### src/rtl/serial_shift_unit.sv
`default_nettype none
// ============================================================================
//  Module   : serial_shift_unit
//  Brief    : Multicycle shifter. Loads an operand on start, then shifts it
//             one bit per clock (SLL/SRL/SRA, optional ROR) until the
//             requested count is exhausted, then pulses done for one cycle.
//  Options  : SERIAL_SHIFT_ROR_EN - when defined, shift_type 2'b11 rotates
//             right; otherwise 2'b11 is decoded as SRA.
//  Revision : 1.0 - initial release
// ============================================================================
module serial_shift_unit #(
    parameter int WIDTH = 32,   // operand / result width
    parameter int NW    = 5     // count width, 2**NW must cover WIDTH
) (
    input  logic             clk,
    input  logic             reset_n,
    input  logic             start,
    input  logic [1:0]       shift_type,
    input  logic [WIDTH-1:0] data_in,
    input  logic [NW-1:0]    n,
    output logic [WIDTH-1:0] data_out,
    output logic             busy,
    output logic             done
);

    typedef enum logic [1:0] {
        IDLE   = 2'd0,
        SHIFT  = 2'd1,
        FINISH = 2'd2
    } state_t;

    localparam logic [1:0] c_SLL = 2'b00;
    localparam logic [1:0] c_SRL = 2'b01;
    localparam logic [1:0] c_SRA = 2'b10;
    localparam logic [1:0] c_ROR = 2'b11;

    state_t           state_q, state_d;
    logic [WIDTH-1:0] data_q,  data_d;
    logic [NW-1:0]    cnt_q,   cnt_d;
    logic [1:0]       type_q,  type_d;
    logic [WIDTH-1:0] w_step;

    // One-position shift of the working register by the latched type.
    always_comb begin
        w_step = {data_q[WIDTH-1], data_q[WIDTH-1:1]};
        case (type_q)
            c_SLL:   w_step = {data_q[WIDTH-2:0], 1'b0};
            c_SRL:   w_step = {1'b0, data_q[WIDTH-1:1]};
            c_SRA:   w_step = {data_q[WIDTH-1], data_q[WIDTH-1:1]};
`ifdef SERIAL_SHIFT_ROR_EN
            c_ROR:   w_step = {data_q[0], data_q[WIDTH-1:1]};
`else
            // Without the rotate option the top encoding aliases SRA.
            c_ROR:   w_step = {data_q[WIDTH-1], data_q[WIDTH-1:1]};
`endif
            default: w_step = {data_q[WIDTH-1], data_q[WIDTH-1:1]};
        endcase
    end

    // Next-state, datapath load/shift and handshake outputs.
    always_comb begin
        state_d = state_q;
        data_d  = data_q;
        cnt_d   = cnt_q;
        type_d  = type_q;
        busy    = 1'b0;
        done    = 1'b0;
        case (state_q)
            IDLE: begin
                if (start) begin
                    data_d  = data_in;
                    cnt_d   = n;
                    type_d  = shift_type;
                    // A zero count skips straight to the completion cycle.
                    state_d = (n == '0) ? FINISH : SHIFT;
                end
            end
            SHIFT: begin
                busy   = 1'b1;
                data_d = w_step;
                cnt_d  = cnt_q - NW'(1);
                // Counter at 1 means this edge performs the final shift.
                if (cnt_q == NW'(1)) begin
                    state_d = FINISH;
                end
            end
            FINISH: begin
                done    = 1'b1;
                state_d = IDLE;
            end
            default: begin
                state_d = IDLE;
            end
        endcase
    end

    // State and datapath registers; reset aborts any operation in flight.
    always_ff @(posedge clk or negedge reset_n) begin
        if (!reset_n) begin
            state_q <= IDLE;
            data_q  <= '0;
            cnt_q   <= '0;
            type_q  <= 2'b00;
        end else begin
            state_q <= state_d;
            data_q  <= data_d;
            cnt_q   <= cnt_d;
            type_q  <= type_d;
        end
    end

    assign data_out = data_q;

endmodule
`default_nettype wire
### config.mk
export PLATFORM = sky130hd
export DESIGN_NAME = serial_shift_unit
export DESIGN_NICKNAME = d
export VERILOG_FILES = /design/src/rtl/serial_shift_unit.sv
export SDC_FILE = /design/constraint.sdc
export NUM_CORES = 1
export LEC_CHECK = 0
export CORE_MARGIN = 3
export CORE_UTILIZATION = 47
export CTS_CLUSTER_SIZE = 12
export DETAILED_ROUTE_END_ITERATION = 6
export HOLD_SLACK_MARGIN = 0.02
export PLACE_DENSITY = 0.86
export SLEW_MARGIN = 20
export SYNTH_ARGS = -nofsm -noshare
export SYNTH_HDL_FRONTEND = slang
export SYNTH_SLANG_ARGS = --single-unit
### constraint.sdc
create_clock -name clk -period 1.8 [get_ports clk]
set_input_delay 0.45 -clock clk [delete_from_list [all_inputs] [get_ports clk]]
set_output_delay 0.45 -clock clk [all_outputs]
set_load 0.02 [all_outputs]
* Word level (Yosys, flattened, before mapping)
Index checks and enable logic that the tools add are counted.
Cells by class: reduce and logical (&&, ||, !) cells 9, muxes and demuxes 11, eq/ne operators 9, $add $sub $neg 1
Operator list (number):
- case mux 32 bit (3 select lines) | 1
- case mux 32 bit (2 select lines) | 1
- two-way mux 32 bit | 1
- case mux 5 bit (2 select lines) | 1
- == test 2 bit, second input constant | 3
- two-way mux 2 bit | 3
- inequality test 2 bit, second input constant | 3
- AND reduction 2 bit | 3
- == test 5 x 1 -> 1 bit, second input constant | 1
- logical NOT 5 bit | 1
- two-way mux 5 bit | 1
- subtractor 5 x 1 -> 5 bit, second input constant | 1
- == test 2 x 1 -> 1 bit, second input constant | 2
- logical NOT 2 bit | 2
- case mux 2 bit (2 select lines) | 1
- AND reduction 3 bit | 1
- two-way mux 1 bit | 2
- nonzero test 2 bit | 1
- OR reduction 2 bit | 1
Word-level totals: flip-flop bits (word level) 41, bits of input ports 42, output and inout bits 34

* Depth between registers and ports, before layout
depth after elaboration 4, gate-level depth with buffers 6, mapped depth without buffers 5

* Worst setup path before layout
No wires, ideal clock.
path type reg-to-output, start reg state_q[1], end out done, path buffers 1, setup slack 0.363 ns, stages on the path, launching flop included 3, arrival 0.987 ns, path through dfrtp_1 -> clkbuf_1 -> nor2b_1
Between the ends: cells in the longest elaborated chain, start to end 2
Ends and longest elaborated chain:
- start, declared | RTL line 37 | state_t state_q, state_d;
- start signal, assigned | RTL line 105 | state_q <= state_d;
- == test 2 bit | RTL line 68 | case (state_q)
- two-way mux 1 bit | RTL line 68
- end, declared | RTL line 23 | output logic done
Every way passes these cells.

* Final worst setup path
start reg data_q[2], in the netlist data_out[2], end out data_out[2]
RTL lines:
- start, declared | RTL line 38 | logic [WIDTH-1:0] data_q, data_d;
- start signal, assigned | RTL line 106 | data_q <= data_d;
- end, declared | RTL line 21 | output logic [WIDTH-1:0] data_out,
No word-level cell between the ends.

==> results <==
- In the global route stage, overall resource usage came out at 22.26%.
- Entering global routing, the biggest net connects 42 pins.
- The post-synthesis register bit count is 41.
- The number of setup buffers added after CTS is 0.
- The initial antenna violation count was 0.
- The amount of wire on met2 after detailed routing is 3.176 mm.
- The share of Yosys cell area claimed by the top area cell type is 42.01%.
- After clock tree synthesis, the clock-pin slew on the worst setup and hold paths is 0.08 ns.
- The worst slew margin relative to its limit is 70.13%.
- The die covers 0.006097 sq mm.
- The maximum operating frequency is 0.5642 GHz.
- The first routing iteration left 148 violations.
- Once the floorplan was initialized, standard cells occupied 50.05% of the core.
- The repair_antennas step left the layout with diodes totalling 0.
- The core area is 0.004880 sq mm.
- After detailed routing, the total wire length is 6.682 mm.
- The number of global-route vias before repair is 2260.
- The mean area per synthesized cell is 8.914 sq um.
- STA puts the critical path data arrival time at 1.32 ns.
- The net count of the mapped netlist is 318.
- The placed wire-length estimate is 4.476 mm.
- The site row count is 25.
- Setup repair after global routing left no endpoint under its margin.
- During placement, the flow inserted port buffers numbering 75.
- The number of top-level pins is 76.
- The final-layout setup total negative slack is 0 ns.
- At the end of the flow the core is filled with cells to 71.15%.
- The routability congestion estimate from global placement is 0.8318.
- After synthesis the cells add up to 0.002442 sq mm.
- The count of final max-slew check failures is 0.
- Setup violations remaining at the end of the flow were counted as 0.
- The average vias per placed instance is 5.850.
- In this run the deepest clock path goes through 2 buffers.
- The first global-routing pass estimated 11.00 mm of wire.
- In this run the power density over the cells is 1978 mW/mm^2.
- The master of the slowest instance on the critical path is sky130_fd_sc_hd__clkdlybuf4s50_1.
- The clock latency on the worst-skew pair is 0.30 ns.
- On the final layout, the worst clock skew is 0.005572 ns.
- The sum of buffers and inverters on the critical path is 1.
- The number of filler cells placed in the layout is 385.
- Counting every instance in the synthesized netlist gives 274.
- The cell at the root of the clock tree is sky130_fd_sc_hd__clkbuf_8.
- Summed over all layers, the global routing overflow is 0.
- For this block, wires on met1 add up to 2.927 mm.
- The count of nets left with antenna violations after detail routing is 0.
- After clock tree synthesis, the flow added hold-fix buffers numbering 0.
- The count of distinct cell types in the synthesized netlist is 33.
- The critical path capture point type is a primary output.
- The CTS tree is done.
- Detailed routing placed a total of 441 um of wire on met3.
- The number of instances resized during post-cts repair is 8.
- Summed over all instances, the cell type with the most area after synthesis is sky130_fd_sc_hd__dfrtp_1.
- The startpoint type of the worst setup path is a flip-flop.
- The data required time at the worst endpoint is 1.35 ns.
- In the layout the commonest cells are sky130_fd_sc_hd__clkdlybuf4s50_1 (43), sky130_fd_sc_hd__dfrtp_1 (41), sky130_fd_sc_hd__nor2_1 (33), sky130_fd_sc_hd__nand2_1 (31).
- Walking the worst path, the cells encountered are clkdlybuf4s50_1.
- Buffers inserted during clock tree synthesis total 5.
- The number of max-cap violations is 0.
- The number of optimization iterations in the first detailed-route pass is 5.
- The via total after detailed routing is 2416.
- In this run the critical register-to-register path is captured at cnt_q[4].
- The min-delay analysis places its worst path in the category in -> async.
- Of all nets on the critical path, the largest fanout is 4.
- Leaving out fill and tap cells, the most frequent cell in the layout is sky130_fd_sc_hd__clkdlybuf4s50_1.
- Across all register-to-register paths, the minimum setup slack is 0.13 ns.
- The layout-stage area growth over the synthesis result is 42.16%.
- The H-tree generated during clock tree synthesis spans 2 levels.
- The family with the most delay on the worst path is buffers and inverters.
- The clock period minus final worst setup slack is 1.772 ns.
- The stage delay of the slowest cell on the critical path is 0.62 ns.
- The top routing layer in use is met4.
- The routed wire length per instance is 16.18 um.
- For this run, design rule violations remaining after detail routing come to 0.
- Clock tree synthesis found a total of 41 sinks.
- In this run the critical register-to-register path is launched from cnt_q[0].
- In this run the static leakage power is 0.001567 uW.
- The run finished with clean final reports.
- The layout net count is 389.
- The floorplan step set the die width to 78.09 um.
- The die height is 78.09 um.
- Of the synthesized area, sequential elements account for 42.01%.
- The final hold violation count is 0.
- The final cycle utilization of the critical path is 98.47%.
- At the pin with the least slew margin, the transition time is 0.4419 ns.
- Yosys printed 0 warnings.
- The share of post-route cells with drive strength above 1 is 9.249%.
- By area the synthesized netlist is led by sky130_fd_sc_hd__dfrtp_1 (42%), sky130_fd_sc_hd__a211oi_1 (9.2%), sky130_fd_sc_hd__o21a_1 (9.2%).
- The worst IR drop on VDD is 1.144 mV.
- The depth of the most critical reg-to-reg path is 5.
- The setup path with the least slack is of type reg -> out.
==> power breakdown <==
part	internal [uW]	switching, uW	total [uW]
clock	453	339	792
combinational	1930	2210	4140
sequential	1430	514	1940
total	3810	3060	6870
==> stage by stage <==
stage / instance area, sq um / power, uW / cells / setup slack, ns / hold WS (ns)
after global placement: 3307 / 6057 / 405 / 0.03038 / 0.4402
after CTS: 3413 / 6929 / 413 / 0.001358 / 0.1076
after detailed placement: 3307 / 6184 / 405 / -0.01872 / 0.4410
after global routing: 3472 / 7369 / 413 / 0.0007352 / 0.1095
after floorplan: 2442 / 4659 / 274 / 0.3630 / 0.1544
final: 3472 / 6869 / 413 / 0.02752 / 0.09871
==> how the worst max path moves through the flow <==
stage	slack (ns)	startpoint	end	cells after the start
after detailed placement	-0.02	n[1]	state_q[1]	4
after floorplan	0.36	state_q[1]	done	2
after global routing	0.0007	data_out[25]	data_out[25]	1
after CTS	0.001	data_out[31]	data_out[31]	1
after global placement	0.03	n[1]	state_q[0]	4
final	0.03	data_out[2]	data_out[2]	1
==> final cells by class <==
type / count / area [sq um] / area share, %
clock buffers: 7 / 86.33 / 2.486
multi-input cells: 201 / 1275 / 36.72
flip-flops and latches: 41 / 1026 / 29.55
well taps: 67 / 83.83 / 2.414
clock inverters: 1 / 30.03 / 0.8649
inverters: 5 / 18.77 / 0.5405
repair buffers: 91 / 952.2 / 27.42
==> synth_stat cells <==
cell / count
sky130_fd_sc_hd__dfrtp_1: 41
sky130_fd_sc_hd__nor2_1: 34
sky130_fd_sc_hd__nand2_1: 31
sky130_fd_sc_hd__a211oi_1: 30
sky130_fd_sc_hd__o21a_1: 30
sky130_fd_sc_hd__o31ai_1: 30
sky130_fd_sc_hd__buf_2: 13
sky130_fd_sc_hd__clkbuf_1: 11
sky130_fd_sc_hd__a21oi_1: 8
sky130_fd_sc_hd__nand3b_1: 5
sky130_fd_sc_hd__inv_1: 4
sky130_fd_sc_hd__nor2b_1: 4
sky130_fd_sc_hd__mux2_2: 3
sky130_fd_sc_hd__o21ai_0: 3
sky130_fd_sc_hd__o22ai_1: 3
sky130_fd_sc_hd__a22o_1: 2
sky130_fd_sc_hd__a2bb2oi_1: 2
sky130_fd_sc_hd__buf_4: 2
sky130_fd_sc_hd__ha_1: 2
sky130_fd_sc_hd__nand2b_1: 2
sky130_fd_sc_hd__nor4b_1: 2
sky130_fd_sc_hd__buf_6: 1
sky130_fd_sc_hd__inv_2: 1
sky130_fd_sc_hd__mux2i_1: 1
sky130_fd_sc_hd__nand2b_2: 1
sky130_fd_sc_hd__o211ai_1: 1
sky130_fd_sc_hd__o21bai_1: 1
sky130_fd_sc_hd__o21bai_2: 1
sky130_fd_sc_hd__o221ai_1: 1
sky130_fd_sc_hd__o31a_1: 1
sky130_fd_sc_hd__or3_1: 1
sky130_fd_sc_hd__or3b_2: 1
sky130_fd_sc_hd__or4_1: 1
==> sequential cells by signal, indices dropped and copies added, names as in the netlist <==
signal    flops
type_q        2
state_q       2
data_out     32
cnt_q         5
==> layer usage <==
layer / up-vias / GRT usage (%)
met2: 105 / 34.16
met1: 1150 / 31.19
met3: 21 / 4.243
met4: 0 / 8.566
met5: - / 0
li1: 1140 / -
==> kinds of logic (layout without fill, tap and decap cells) <==
logic type / after synthesis / after routing / synth area share [%]
buffers and inverters: 32 / 104 / 6.198
adders and majority gates: 2 / 2 / 1.024
AOI/OAI and AO/OA: 113 / 113 / 33.91
DFF: 41 / 41 / 42.01
muxes: 4 / 4 / 1.793
and+or+nand+nor: 82 / 82 / 15.06
Note: power is estimated with default switching activity, not from simulation.
